$ cat src/rtl/time_count_pkg.sv
// Shared constants and types for the MM:SS elapsed-time display:
// segment patterns, BCD digit limits and the default tick divisor.
package time_count_pkg;

    localparam int unsigned DIGIT_W          = 4;
    localparam int unsigned SEG_W            = 7;
    localparam int unsigned TICK_DIV_DEFAULT = 50_000_000;

    localparam logic [DIGIT_W-1:0] BCD_UNITS_MAX = DIGIT_W'(9);
    localparam logic [DIGIT_W-1:0] BCD_TENS_MAX  = DIGIT_W'(5);

    // Active-low segments packed as {g,f,e,d,c,b,a}
    localparam logic [SEG_W-1:0] SEG_0 = 7'b1000000;
    localparam logic [SEG_W-1:0] SEG_1 = 7'b1111001;
    localparam logic [SEG_W-1:0] SEG_2 = 7'b0100100;
    localparam logic [SEG_W-1:0] SEG_3 = 7'b0110000;
    localparam logic [SEG_W-1:0] SEG_4 = 7'b0011001;
    localparam logic [SEG_W-1:0] SEG_5 = 7'b0010010;
    localparam logic [SEG_W-1:0] SEG_6 = 7'b0000010;
    localparam logic [SEG_W-1:0] SEG_7 = 7'b1111000;
    localparam logic [SEG_W-1:0] SEG_8 = 7'b0000000;
    localparam logic [SEG_W-1:0] SEG_9 = 7'b0010000;
    localparam logic [SEG_W-1:0] SEG_A = 7'b0001000;
    localparam logic [SEG_W-1:0] SEG_B = 7'b0000011;
    localparam logic [SEG_W-1:0] SEG_C = 7'b1000110;
    localparam logic [SEG_W-1:0] SEG_D = 7'b0100001;
    localparam logic [SEG_W-1:0] SEG_E = 7'b0000110;
    localparam logic [SEG_W-1:0] SEG_F = 7'b0001110;

    typedef struct packed {
        logic [DIGIT_W-1:0] m1;
        logic [DIGIT_W-1:0] m0;
        logic [DIGIT_W-1:0] s1;
        logic [DIGIT_W-1:0] s0;
    } time_digits_t;

endpackage

$ cat src/rtl/hex_decoder.sv
// Hex digit to active-low 7-segment pattern, full 0-F range.
module hex_decoder
    import time_count_pkg::*;
(
    input  logic [DIGIT_W-1:0] digit,
    output logic [SEG_W-1:0]   seg
);

    always_comb begin
        seg = SEG_0;
        case (digit)
            4'h0: seg = SEG_0;
            4'h1: seg = SEG_1;
            4'h2: seg = SEG_2;
            4'h3: seg = SEG_3;
            4'h4: seg = SEG_4;
            4'h5: seg = SEG_5;
            4'h6: seg = SEG_6;
            4'h7: seg = SEG_7;
            4'h8: seg = SEG_8;
            4'h9: seg = SEG_9;
            4'hA: seg = SEG_A;
            4'hB: seg = SEG_B;
            4'hC: seg = SEG_C;
            4'hD: seg = SEG_D;
            4'hE: seg = SEG_E;
            4'hF: seg = SEG_F;
            default: seg = SEG_0;
        endcase
    end

endmodule

$ cat src/rtl/rate_divider_fast.sv
// Free-running divider producing a one-cycle enable pulse every TICK_DIV
// enabled clocks; the count freezes while enable is low.
module rate_divider_fast
    import time_count_pkg::*;
#(
    parameter int unsigned TICK_DIV = TICK_DIV_DEFAULT
) (
    input  logic clock,
    input  logic reset,
    input  logic enable,
    output logic tick
);

    localparam int unsigned CNT_W = (TICK_DIV > 1) ? $clog2(TICK_DIV) : 1;
    localparam logic [CNT_W-1:0] CNT_LAST = CNT_W'(TICK_DIV - 1);

    logic [CNT_W-1:0] div_cnt;

    // Reset gating keeps a coincident reset from advancing the digits
    assign tick = enable && !reset && (div_cnt == CNT_LAST);

    always_ff @(posedge clock) begin
        if (reset) begin
            div_cnt <= '0;
        end else if (enable) begin
            if (div_cnt == CNT_LAST) begin
                div_cnt <= '0;
            end else begin
                div_cnt <= div_cnt + CNT_W'(1);
            end
        end
    end

endmodule

$ cat src/rtl/time_count.sv
// MM:SS play-time counter: divider tick advances a BCD digit chain that is
// decoded onto four 7-segment displays.
module time_count
    import time_count_pkg::*;
#(
    parameter int unsigned TICK_DIV = TICK_DIV_DEFAULT
) (
    input  logic             CLOCK_50,
    input  logic             reset,
    input  logic             SW,
    output logic [SEG_W-1:0] HEX0,
    output logic [SEG_W-1:0] HEX1,
    output logic [SEG_W-1:0] HEX2,
    output logic [SEG_W-1:0] HEX3
);

    logic         tick;
    time_digits_t cnt;
    time_digits_t cnt_next;

    rate_divider_fast #(
        .TICK_DIV (TICK_DIV)
    ) u_div (
        .clock  (CLOCK_50),
        .reset  (reset),
        .enable (SW),
        .tick   (tick)
    );

    // Ripple carry s0 -> s1 -> m0 -> m1; 59:59 wraps to 00:00
    always_comb begin
        cnt_next = cnt;
        if (tick) begin
            if (cnt.s0 == BCD_UNITS_MAX) begin
                cnt_next.s0 = '0;
                if (cnt.s1 == BCD_TENS_MAX) begin
                    cnt_next.s1 = '0;
                    if (cnt.m0 == BCD_UNITS_MAX) begin
                        cnt_next.m0 = '0;
                        if (cnt.m1 == BCD_TENS_MAX) begin
                            cnt_next.m1 = '0;
                        end else begin
                            cnt_next.m1 = cnt.m1 + DIGIT_W'(1);
                        end
                    end else begin
                        cnt_next.m0 = cnt.m0 + DIGIT_W'(1);
                    end
                end else begin
                    cnt_next.s1 = cnt.s1 + DIGIT_W'(1);
                end
            end else begin
                cnt_next.s0 = cnt.s0 + DIGIT_W'(1);
            end
        end
    end

    always_ff @(posedge CLOCK_50) begin
        if (reset) begin
            cnt <= '0;
        end else begin
            cnt <= cnt_next;
        end
    end

    hex_decoder u_hex0 (.digit(cnt.s0), .seg(HEX0));
    hex_decoder u_hex1 (.digit(cnt.s1), .seg(HEX1));
    hex_decoder u_hex2 (.digit(cnt.m0), .seg(HEX2));
    hex_decoder u_hex3 (.digit(cnt.m1), .seg(HEX3));

endmodule

$ cat config.mk
export PLATFORM = sky130hd
export DESIGN_NAME = time_count
export DESIGN_NICKNAME = d
export VERILOG_FILES = /design/src/rtl/time_count_pkg.sv /design/src/rtl/hex_decoder.sv /design/src/rtl/rate_divider_fast.sv /design/src/rtl/time_count.sv
export SDC_FILE = /design/constraint.sdc
export NUM_CORES = 1
export LEC_CHECK = 0
export ABC_AREA = 1
export BUFFER_PORTS_ARGS = -buffer_cell sky130_fd_sc_hd__buf_2
export CAP_MARGIN = 15
export CORE_ASPECT_RATIO = 0.8
export CORE_UTILIZATION = 46
export CTS_CLUSTER_DIAMETER = 150
export CTS_CLUSTER_SIZE = 40
export DETAILED_ROUTE_END_ITERATION = 8
export PLACE_DENSITY = 0.75
export SYNTH_ARGS = -nofsm -noshare
export SYNTH_HDL_FRONTEND = slang
export SYNTH_SLANG_ARGS = --single-unit
export TNS_END_PERCENT = 5
$ cat constraint.sdc
create_clock -name CLOCK_50 -period 2.1 [get_ports CLOCK_50]
set_input_delay 0.105 -clock CLOCK_50 [delete_from_list [all_inputs] [get_ports CLOCK_50]]
set_output_delay 0.105 -clock CLOCK_50 [all_outputs]
set_load 0.02 [all_outputs]
---- Word-level counts from Yosys, hierarchy flattened ----
Memory sizes are Yosys's and may differ from the RTL's. A register that Yosys moved wholly into a read port is not among the register bits.
Cells that the tools add are included.
word-level totals
  bits in registers ....................... 42
  ROM bits ................................ 448
  bits of input ports ..................... 3
  output and inout bits ................... 28
  logic and storage cells ................. 38
  memories kept ........................... 4
operators by class
  $add $sub $neg .......................... 5
  equal/unequal tests ..................... 5
  multiplexer cells ....................... 13
  reduce and logical (&&, ||, !) cells .... 6
memory list
  name             words  width  read ports  clocked after memory_dff  wr ports  line               text
  (no name shown)  16     7      1           1                         0         hex_decoder.sv:11  case (digit)
  (no name shown)  16     7      1           1                         0         hex_decoder.sv:11
  (no name shown)  16     7      1           1                         0         hex_decoder.sv:11
  (no name shown)  16     7      1           1                         0         hex_decoder.sv:11
operators by type and width
  cell                     number
  $mux W4                  12
  $add A26 B1 Y26 const B  1
  $eq A26 B26 Y1 const B   1
  $mux W26                 1
  $add A4 B1 Y4 const B    4
  $eq A4 B3 Y1 const B     2
  $eq A4 B4 Y1 const B     2
  $reduce_and A4 Y1        1
  $reduce_and A3 Y1        1
  $logic_and A1 B1 Y1      2
  $reduce_and A2 Y1        1
  $logic_not A1 Y1         1

---- Logic depth before layout (Yosys ltp) ----
Gate-level depths: netlist of the first run.
  depth in word-level cells ............... 6
  gate-level depth with buffers ........... 16
  gate-level depth less buffers ........... 16

---- Hierarchy ----
A second synthesis of the first run with hierarchy kept.
second synthesis, totals
  cells, all modules ...................... 579
  area total of the unflattened synthesis .. 3545.9 µm²
by module, submodules not included
  module                    instances  cells an instance  area an instance (µm²)  sequential area each (µm²)
  rate_divider_fast         1          255                1600.3                  520.5
  time_count                1          125                843.3                   320.3
  hex_decoder (u_hex1 ...)  3          49                 274.0                   0.0
  hex_decoder (u_hex0)      1          52                 280.3                   0.0

---- Worst setup path before layout of the first run ----
No wires, ideal clock.
  path kind ............................... register -> register
  start point ............................. register u_div.div_cnt[0]
  end point ............................... register u_hex1.seg[3] (netlist name)
  library setup time ...................... 112 ps
  data arrival time ....................... 2091 ps
  data required time ...................... 1988 ps
  setup slack ............................. -103 ps
  cell stages (with the launch flop) ...... 14
  path buffers ............................ 0
  clock period less this slack ............ 2203 ps
  cells stage by stage .................... dfxtp_1 ha_1 nand3_2 nor2_4 nand2_4 nor2_8 nand3_4 nand2_1 nand3_1 inv_1 ha_1 nand3b_1 nand3_1 nand2_1
on the way
  longest elaborated chain between the ends .. 5
RTL lines
  element                                line                     text
  start, declared                        rate_divider_fast.sv:17  logic [CNT_W-1:0] div_cnt;
  start signal, assigned                 rate_divider_fast.sv:29  div_cnt <= div_cnt + CNT_W'(1);
  $eq A26 B26 Y1                         rate_divider_fast.sv:20  assign tick = enable && !reset && (div_cnt == CNT_LAST);
  $logic_and A1 B1 Y1                    rate_divider_fast.sv:20
  $reduce_and A2 Y1 (no source line)     -
  $mux W4 (no source line) (2 in a row)  -
Every way passes these cells.
A chain may end at the register's enable or synchronous reset.

---- Final worst setup path of the first run ----
  start point ............................. register u_div.div_cnt[1]
  end point ............................... register u_hex1.seg[3] (netlist name)
on the way
  longest elaborated chain between the ends .. 5
RTL lines
  element                                line
  $eq A26 B26 Y1                         rate_divider_fast.sv:20
  $logic_and A1 B1 Y1                    rate_divider_fast.sv:20
  $reduce_and A2 Y1 (no source line)     -
  $mux W4 (no source line) (2 in a row)  -
Every way passes these cells.

==> results of run 1 <==
cells by family (layout without fill, tap and decap cells):
kind of cell,after synthesis,after routing,synth area share [%]
fa+ha+maj,26,26,7.45
xor+xnor,12,12,2.41
buf+inv,102,221,9.54
flops,70,70,32.1
compound gates,44,44,6.51
simple gates,377,377,42.0
metal layers:
layer	part of all wire, %	vias up	wire [µm]	track usage (%)
met1	46	2062	4980	28.2
met5	0	-	0	0
met4	1.5	0	163	7.52
met3	5.4	18	589	4.68
li1	-	2228	-	-
met2	47	124	5120	38.5
worst paths after layout:
| check | start | endpoint | slack [ns] | cells past startpoint |
|---|---|---|---|---|
| min reg2reg | u_div.div_cnt[21] | u_div.div_cnt[21] | 0.45 | 1 |
| min | SW | u_div.div_cnt[1] | 0.24 | 5 |
| max reg2reg | u_div.div_cnt[1] | u_hex1.seg[3] | -0.05 | 12 |
| max | u_div.div_cnt[1] | u_hex1.seg[3] | -0.05 | 12 |
cells in the mapped netlist, types with 2 or more instances:
| library cell | count | share of area (%) |
|---|---|---|
| buf_4 | 3 | 0.52 |
| nand3b_1 | 2 | 0.34 |
| ha_1 | 26 | 7.5 |
| nand2_2 | 8 | 1.1 |
| nand3_1 | 70 | 8.0 |
| or2_2 | 3 | 0.43 |
| nor2_8 | 2 | 0.92 |
| nor2_4 | 5 | 1.3 |
| xor2_1 | 9 | 1.8 |
| inv_2 | 8 | 0.69 |
| a211oi_1 | 3 | 0.52 |
| nor2_2 | 5 | 0.72 |
| a21oi_4 | 2 | 0.75 |
| nor2_1 | 46 | 4.0 |
| inv_1 | 80 | 6.9 |
| nor3_1 | 11 | 1.3 |
| nand3_2 | 3 | 0.69 |
| o21ai_0 | 18 | 2.1 |
| nand2_4 | 4 | 1.0 |
| dfxtp_1 | 70 | 32 |
| buf_2 | 3 | 0.34 |
| nand4_1 | 15 | 2.1 |
| nand2_1 | 193 | 17 |
| o21ai_2 | 2 | 0.40 |
| a21oi_1 | 12 | 1.4 |
| nand4_2 | 2 | 0.57 |
| nand3_4 | 4 | 1.6 |
| inv_4 | 2 | 0.29 |
| xnor2_1 | 3 | 0.60 |
critical path: stages, from the launching register on:
cell      delay, ns
dfxtp_2        0.35
ha_4           0.15
nand3_4        0.09
nor2_4         0.15
nand2_4        0.09
nor2_8         0.21
nand3_4        0.16
nand2_4        0.11
nand3_4        0.11
ha_4           0.26
nand3b_1       0.19
nand3_1        0.11
nand2_1        0.05
cell type report:
class	instances	area share [%]
clock buffers	11	4.17
clock inverters	5	0.430
inverters	93	6.24
multi-input cells	459	48.9
flip-flops and latches	70	24.3
well taps	115	2.47
repair buffers	112	13.5
registers in the layout, summed over array words and instances, names as in the netlist:
| name | cells |
|---|---|
| u_hex1.seg | 7 |
| u_hex0.seg | 7 |
| u_div.div_cnt | 26 |
| u_hex2.seg | 7 |
| cnt | 16 |
| u_hex3.seg | 7 |
power by group through the flow:
stage,sequential [mW],clock [mW],combinational [mW]
after floorplan,1.36,0,0.0471
after global placement,1.36,0,0.0697
after detailed placement,1.36,0,0.0709
after CTS,1.33,1.40,0.0742
after global routing,1.33,1.47,0.0855
final,1.33,1.38,0.0784
timing repair:
item                       in CTS  in global routing
pin swaps                      10                 21
buffers inserted               10                  5
resized for setup              28                 54
setup endpoints to repair      24                 30
cloned                          0                  0
==> impl_metrics.json, run 1 <==
{
  "grt_pass1_vias": 3910,
  "worst_hold_slack_ns": 0.240,
  "holdCritPathClass": "input pin to register",
  "core-area_mm2": 0.00911,
  "dieArea_mm2": 0.00989,
  "post-route-util_pct": 63.8,
  "power_frac_comb_pct": 2.8,
  "initial_utilization_pct": 47.9,
  "gp_congestion": 0.892,
  "ios": 31,
  "cts.clk_slew.worst_paths_ns": 0.06,
  "final_area_mm2": 0.00582,
  "post-route-period-util_pct": 102,
  "synth.cell_area_mm2": 0.00437,
  "violations": "negative setup slack",
  "clock_skew_ns": 0.00696,
  "cp-start-kind": "register",
  "area_growth_pct": 33.3,
  "power.switching_mw": 0.613,
  "die_width_um": 111,
  "ys_async_sr_fraction_pct": 0,
  "synth.avg_cell_area_um2": 6.92,
  "cts_tree": "built",
  "setup_slack_ns": -0.0465,
  "drive_above_1_share_pct": 33.6,
  "finalHoldViolCount": 0,
  "io_buffers": 30,
  "yosysWarnings": 0,
  "post_drt_wl_per_cell_um": 12.5,
  "p_total_mw": 2.79,
  "ant_nets": 0,
  "grt_max_degree": 25,
  "relSlewSlack_pct": 63.9,
  "worst_pin_slew_ns": 0.538,
  "period_minus_slack_ns": 2.15,
  "cp.arrival_ns": 2.37,
  "cts_buffers": 9,
  "cp-end-kind": "register",
  "dp.cells": 834,
  "drt-initial-drc-count": 276,
  "layout_common_cells": "nand2_1, buf_4, inv_1, dfxtp_1, nand3_1",
  "dp_hpwl_um": 7750,
  "syn_nets": 660,
  "antenna_found_initial": 0,
  "fin_cells": 865,
  "max_freq_mhz": 466,
  "htreeDepth": 3,
  "firstDrtPassIters": 5,
  "die_h_um": 89.1,
  "synthFlopType": "dfxtp_1",
  "cts_num_sinks": 70,
  "maxSlewViolCount": 0,
  "drc": 0,
  "grt_pass1_wl_um": 17900,
  "rsz0062_at_grt": "yes",
  "num_vias": 4432,
  "tns_ns": -0.237,
  "grt_overflow": 0,
  "ir_drop_mv": 0.466,
  "synthDistinctLibCells": 46,
  "cts_buffer_depth": 2,
  "outcome": "complete, but fails checks",
  "insertion_delay_ns": 0.34,
  "power_frac_clock_pct": 49.3,
  "crit_required_ns": 2.33,
  "swShare_pct": 22.0,
  "setup_viol": 7,
  "cts_hold_buf": 0,
  "antenna_cells": 0,
  "synth_seq_cells": 70,
  "grt_use_total_pct": 22.3,
  "pre_cts_ws_ns": -0.104,
  "drt_wl_total_um": 10800,
  "seqPwrFrac_pct": 47.9,
  "maxCapViolations": 0,
  "seq_area_mm2": 0.00141,
  "multi_input_area_mm2": 0.00285,
  "synth_edf_count": 0,
  "ys_seq_area_share_pct": 32.1,
  "dpl_cell_area_mm2": 0.00516,
  "rows": 31,
  "fill_cells": 756,
  "p_int_mw": 2.18,
  "via_per_inst": 5.12,
  "crit_fanout": 5,
  "netlist_instances": 631,
  "p_leak_nw": 2.99,
  "path_class": "register to register",
  "powerDensity_mw_per_mm2": 479,
  "clockRootBuffer": "clkbuf_16",
  "layout_commonest_cell": "nand2_1",
  "final_nets": 774
}
(Power assumes the default switching activity.)
==> run 2: changes to the inputs <==
==> constraint.sdc (replaced) <==
create_clock -name CLOCK_50 -period 2.1 [get_ports CLOCK_50]
set_input_delay 0.315 -clock CLOCK_50 [delete_from_list [all_inputs] [get_ports CLOCK_50]]
set_output_delay 0.315 -clock CLOCK_50 [all_outputs]
set_load 0.02 [all_outputs]
==> run 2 against run 1 <==
Effect of this change:
- critical path depth grew 2
- the run now ends clean
- sequential power is essentially flat
- clock skew is essentially flat
- core utilization grew 0.15 points
- hold slack gained 0.21 ns
- non-clock buffer count shrank 6
- global-route usage shrank 0.22 points
- flip-flop and latch count is the same
- first-iteration DRC count grew 36%
- power grew 1.7%
- worst setup slack gained 0.047 ns
- clock-buffer cell count grew 3
==> impl_metrics.json, run 2 (synthesized netlist as in run 1, its figures left out) <==
{
  "outcome": "finished clean",
  "cts_buffer_depth": 2,
  "post-route-util_pct": 64.0,
  "layout_commonest_cell": "nand2_1",
  "drt-initial-drc-count": 375,
  "cts_buffers": 9,
  "finalHoldViolCount": 0,
  "fill_cells": 739,
  "area_growth_pct": 33.6,
  "maxSlewViolCount": 0,
  "cts_num_sinks": 70,
  "insertion_delay_ns": 0.34,
  "p_leak_nw": 2.98,
  "firstDrtPassIters": 5,
  "num_vias": 4382,
  "ir_drop_mv": 0.513,
  "clock_skew_ns": 0.00663,
  "powerDensity_mw_per_mm2": 486,
  "power.switching_mw": 0.622,
  "worst_hold_slack_ns": 0.448,
  "final_nets": 768,
  "path_class": "register to register",
  "setup_viol": 0,
  "post-route-period-util_pct": 100,
  "relSlewSlack_pct": 69.2,
  "cts_tree": "built",
  "post_drt_wl_per_cell_um": 13.2,
  "maxCapViolations": 0,
  "swShare_pct": 21.9,
  "max_freq_mhz": 476,
  "cp-end-kind": "register",
  "period_minus_slack_ns": 2.10,
  "r2r-start": "u_div.div_cnt[0]",
  "grt_pass1_wl_um": 17700,
  "p_int_mw": 2.21,
  "crit_path_start": "u_div.div_cnt[0]",
  "dp_hpwl_um": 7640,
  "reg2reg_slack_ns": 0.0002,
  "initial_utilization_pct": 47.9,
  "core-area_mm2": 0.00911,
  "grt_pass1_vias": 4011,
  "die_h_um": 89.1,
  "largest_register_ffs": 26,
  "seqPwrFrac_pct": 47.1,
  "die_width_um": 111,
  "clockRootBuffer": "clkbuf_16",
  "cp-start-kind": "register",
  "drive_above_1_share_pct": 33.9,
  "crit_fanout": 5,
  "power_frac_clock_pct": 50.0,
  "layout_common_cells": "nand2_1, buf_4, inv_1, dfxtp_1, nand3_1",
  "dieArea_mm2": 0.00989,
  "reg2reg_to": "u_hex3.seg[3]",
  "ant_nets": 0,
  "holdCritPathClass": "register to register",
  "grt_use_total_pct": 22.1,
  "top_regs": "u_div.div_cnt x26, cnt x16",
  "cp-endpoint": "u_hex3.seg[3]",
  "grt_max_degree": 25,
  "antenna_cells": 0,
  "power_frac_comb_pct": 2.9,
  "cts.clk_slew.worst_paths_ns": 0.06,
  "rr_worst_depth": 14,
  "grt_overflow": 0,
  "via_per_inst": 5.11,
  "gp_congestion": 0.935,
  "rsz0062_at_grt": "yes",
  "drt_wl_total_um": 11300,
  "antenna_found_initial": 0,
  "ios": 31,
  "io_buffers": 30,
  "drc": 0,
  "rows": 31,
  "top_register": "u_div.div_cnt",
  "worst_pin_slew_ns": 0.458,
  "crit_required_ns": 2.33,
  "cp.arrival_ns": 2.33,
  "htreeDepth": 3
}
## run 2: area by class of cell
type | count | area, µm² | share of cell area [%]
Clock inverter | 1 | 5.00 | 0.0858
Clock buffer | 14 | 264 | 4.53
Inverter | 93 | 363 | 6.22
Sequential cell | 70 | 1420 | 24.3
Timing Repair Buffer | 106 | 736 | 12.6
Tap cell | 115 | 144 | 2.47
Multi-Input combinational cell | 459 | 2910 | 49.8
## run 2: worst min-delay path by stage
stage	startpoint	end	slack, ns	cells past startpoint
finish	u_div.div_cnt[21]	u_div.div_cnt[21]	0.45	1
CTS	SW	u_div.div_cnt[1]	0.44	5
global placement	u_div.div_cnt[21]	u_div.div_cnt[21]	0.46	1
global route	u_div.div_cnt[21]	u_div.div_cnt[21]	0.48	1
floorplan	u_div.div_cnt[21]	u_div.div_cnt[21]	0.45	1
detailed placement	u_div.div_cnt[21]	u_div.div_cnt[21]	0.47	1
## run 2: stage by stage
step	setup WS, ns	cell area [µm²]	total power [mW]	TNS, ns	cells
CTS	-0.0205	5520	2.85	-0.0552	852
floorplan	0.0120	4410	1.41	0	631
global route	-0.124	5830	2.90	-1.89	858
finish	0.000244	5830	2.84	0	858
detailed placement	-0.143	5130	1.43	-0.921	832
global placement	-0.0269	5130	1.43	-0.0435	832
## run 2: repair_timing
item	4_1_cts	5_1_grt
endpoints found under the setup margin	22	33
pin swaps	10	33
hold buffers	0	0
buffers inserted	5	6
resized for setup	21	75
## run 2: power groups by stage
stage               registers (mW)  logic, mW  clock network (mW)
floorplan                     1.36     0.0471                   0
global placement              1.36     0.0675                   0
detailed placement            1.36     0.0706                   0
CTS                           1.34     0.0741                1.44
global route                  1.34     0.0858                1.48
finish                        1.34     0.0815                1.42
## run 2: worst max-delay path, cell delays in order (launching register included)
cell and delay [ns]:
dfxtp_2 0.36, ha_4 0.16, nand3_4 0.09, nor2_4 0.11, nand2_4 0.09, nor3_4 0.25, nand4_1 0.14, nand2_2 0.13
nand2_4 0.10, buf_6 0.16, ha_2 0.18, nand2_1 0.06, nand2_1 0.05, nand2_1 0.05, nand2_1 0.05
## run 2: layer usage
metal  part of all wire, %  vias to the layer above  global-route usage [%]
met4                   1.9                        0                    8.36
li1                      -                     2218                       -
met5                     0                        -                       0
met1                    46                     2011                    27.3
met3                   4.9                       19                    4.54
met2                    48                      134                    38.6
==> run 3: changes to the inputs <==
- CELL_PAD_IN_SITES_DETAIL_PLACEMENT: unset -> 1
- CELL_PAD_IN_SITES_GLOBAL_PLACEMENT: unset -> 1
- CORE_UTILIZATION: 46 -> 40
- PLACE_DENSITY: 0.75 -> 0.86
- REMOVE_ABC_BUFFERS: unset -> 1
- SKIP_LAST_GASP: unset -> 1
==> run 3 against run 2 <==
Effect of this change:
- the flow now finishes with violations (negative setup slack)
- largest cell class unchanged
- largest power group unchanged
- sequential share of layout area fell by 1.3 points
- cell area rose by 5.4%
- non-clock buffer count rose by 15
==> impl_metrics.json, run 3 (synthesized netlist as in run 1, its figures left out) <==
{
  "outcome": "complete, but fails checks",
  "violations": "negative setup slack",
  "holdCritPathClass": "register to register",
  "rows": 33,
  "area_growth_pct": 40.8,
  "grt_max_degree": 35,
  "power.switching_mw": 0.723,
  "layout_common_cells": "nand2_1, buf_4, inv_1, dfxtp_1, nand3_1",
  "drive_above_1_share_pct": 36.6,
  "seq_area_mm2": 0.00141,
  "layout_commonest_cell": "nand2_1",
  "grt_pass1_wl_um": 26000,
  "ir_drop_mv": 0.457,
  "worst_pin_slew_ns": 0.390,
  "cp.arrival_ns": 2.61,
  "die_width_um": 119,
  "io_buffers": 30,
  "grt_use_total_pct": 29.9,
  "fin_cells": 900,
  "clock_skew_ns": 0.0181,
  "cts_tree": "built",
  "finalHoldViolCount": 0,
  "grt_pass1_vias": 5065,
  "path_class": "register to register",
  "ios": 31,
  "post-route-period-util_pct": 114,
  "power_frac_comb_pct": 3.1,
  "largest_register_ffs": 26,
  "multi_input_area_mm2": 0.00301,
  "seqPwrFrac_pct": 43.2,
  "cp_common_cell": "nand2_1",
  "setup_slack_ns": -0.292,
  "firstDrtPassIters": 5,
  "max_freq_mhz": 418,
  "ant_nets": 0,
  "reg2reg_to": "u_div.div_cnt[16]",
  "drt-initial-drc-count": 377,
  "insertion_delay_ns": 0.36,
  "antenna_found_initial": 0,
  "final_nets": 785,
  "crit_slowest_cell": "dfxtp_2",
  "crit_chain": "ha_4, nand3_4, buf_4, buf_4, nor2_1, nand2_1, nor2_2, nand2_1, nand2_1, inv_1, o21ai_0, a22oi_1",
  "path_buf_inv": 3,
  "reg2reg_slack_ns": -0.29,
  "dp_hpwl_um": 10000,
  "drc": 0,
  "die_h_um": 95.4,
  "max_stage_delay_ns": 0.38,
  "drt_wl_total_um": 19700,
  "top_register": "u_div.div_cnt",
  "r2r-start": "u_div.div_cnt[0]",
  "relSlewSlack_pct": 73.7,
  "maxCapViolations": 0,
  "maxSlewViolCount": 0,
  "num_vias": 5116,
  "core-area_mm2": 0.0104,
  "fill_cells": 1317,
  "cts_buffer_depth": 2,
  "rsz0062_at_grt": "yes",
  "setup_viol": 48,
  "top_regs": "u_div.div_cnt x26, cnt x16",
  "cts_num_sinks": 70,
  "cts.clk_slew.worst_paths_ns": 0.07,
  "period_minus_slack_ns": 2.39,
  "via_per_inst": 5.68,
  "p_int_mw": 2.37,
  "post_drt_wl_per_cell_um": 21.9,
  "initial_utilization_pct": 41.8,
  "grt_overflow": 0,
  "dp.cells": 859,
  "htreeDepth": 3,
  "crit_required_ns": 2.32,
  "power_frac_clock_pct": 53.7,
  "cp-start-kind": "register",
  "powerDensity_mw_per_mm2": 503,
  "rr_worst_depth": 12,
  "clockRootBuffer": "clkbuf_16",
  "antenna_cells": 0,
  "p_leak_nw": 3.09,
  "cp-endpoint": "u_div.div_cnt[16]",
  "cp_num_cells": 12,
  "crit_path_start": "u_div.div_cnt[0]",
  "swShare_pct": 23.4,
  "dieArea_mm2": 0.0113,
  "critical-path-top-delay-family": "simple AND/OR/NAND/NOR gates",
  "cp-end-kind": "register",
  "crit_fanout": 9,
  "cts_buffers": 9,
  "gp_congestion": 0.857,
  "pre_cts_ws_ns": -0.208,
  "cts_hold_buf": 0
}
run 3: cell types whose count changed in the layout (fill, tap and decap cells not counted), sizes merged:
cell and change:
nand2 +1, clkbuf -2, buf +15, inv -1, nand3 +1, clkinvlp +2, bufinv +1
run 3: cell type report:
| cell class | instances | area share [%] |
|---|---|---|
| clock buffers | 12 | 4.33 |
| clock inverters | 3 | 0.692 |
| inverters | 93 | 6.00 |
| multi-input cells | 461 | 49.0 |
| flip-flops and latches | 70 | 23.0 |
| well taps | 140 | 2.85 |
| repair buffers | 121 | 14.2 |
run 3: worst min-delay path by stage:
stage	start	end	slack, ns	depth (start not counted)
after floorplan	reset	u_div.div_cnt[10]	0.39	1
after global placement	u_div.div_cnt[21]	u_div.div_cnt[21]	0.47	1
after detailed placement	u_div.div_cnt[21]	u_div.div_cnt[21]	0.48	1
after CTS	reset	u_div.div_cnt[18]	0.47	3
after global routing	reset	u_div.div_cnt[4]	0.48	3
final	u_div.div_cnt[21]	u_div.div_cnt[21]	0.48	1
run 3: per-layer routing:
| metal | global-route usage, % | part of all wire, % | vias to the layer above |
|---|---|---|---|
| li1 | - | - | 2255 |
| met1 | 32.8 | 38 | 2507 |
| met2 | 55.7 | 50 | 242 |
| met3 | 5.68 | 5.5 | 112 |
| met4 | 15.9 | 6.0 | 0 |
| met5 | 0 | 0 | - |
run 3: what timing repair did:
| action | 4_1_cts | 5_1_grt |
|---|---|---|
| pin swaps | 25 | 38 |
| setup endpoints to repair | 30 | 41 |
| setup buffers | 12 | 12 |
| gates cloned | 0 | 2 |
| gates resized for setup | 61 | 62 |
run 3: stage by stage:
| stage | utilization [%] | instance area [µm²] | TNS [ns] | hold WS [ns] | power [mW] |
|---|---|---|---|---|---|
| 5_1_grt | 58.9 | 6150 | -9.24 | 0.480 | 3.15 |
| 2_1_floorplan | - | 4310 | -1.73 | 0.387 | 1.40 |
| 3_3_place_gp | 49.3 | 5150 | -0.312 | 0.470 | 1.43 |
| 6_report | 58.9 | 6150 | -6.60 | 0.478 | 3.09 |
| 3_5_place_dp | 49.3 | 5150 | -3.51 | 0.484 | 1.44 |
| 4_1_cts | 55.3 | 5780 | -0.337 | 0.467 | 3.05 |
run 3: power groups by stage:
stage               Sequential [mW]  Combinational [mW]  Clock (mW)
floorplan                      1.36              0.0340           0
global placement               1.36              0.0700           0
detailed placement             1.36              0.0745           0
CTS                            1.33              0.0818        1.63
global route                   1.33              0.0982        1.71
finish                         1.34              0.0958        1.66
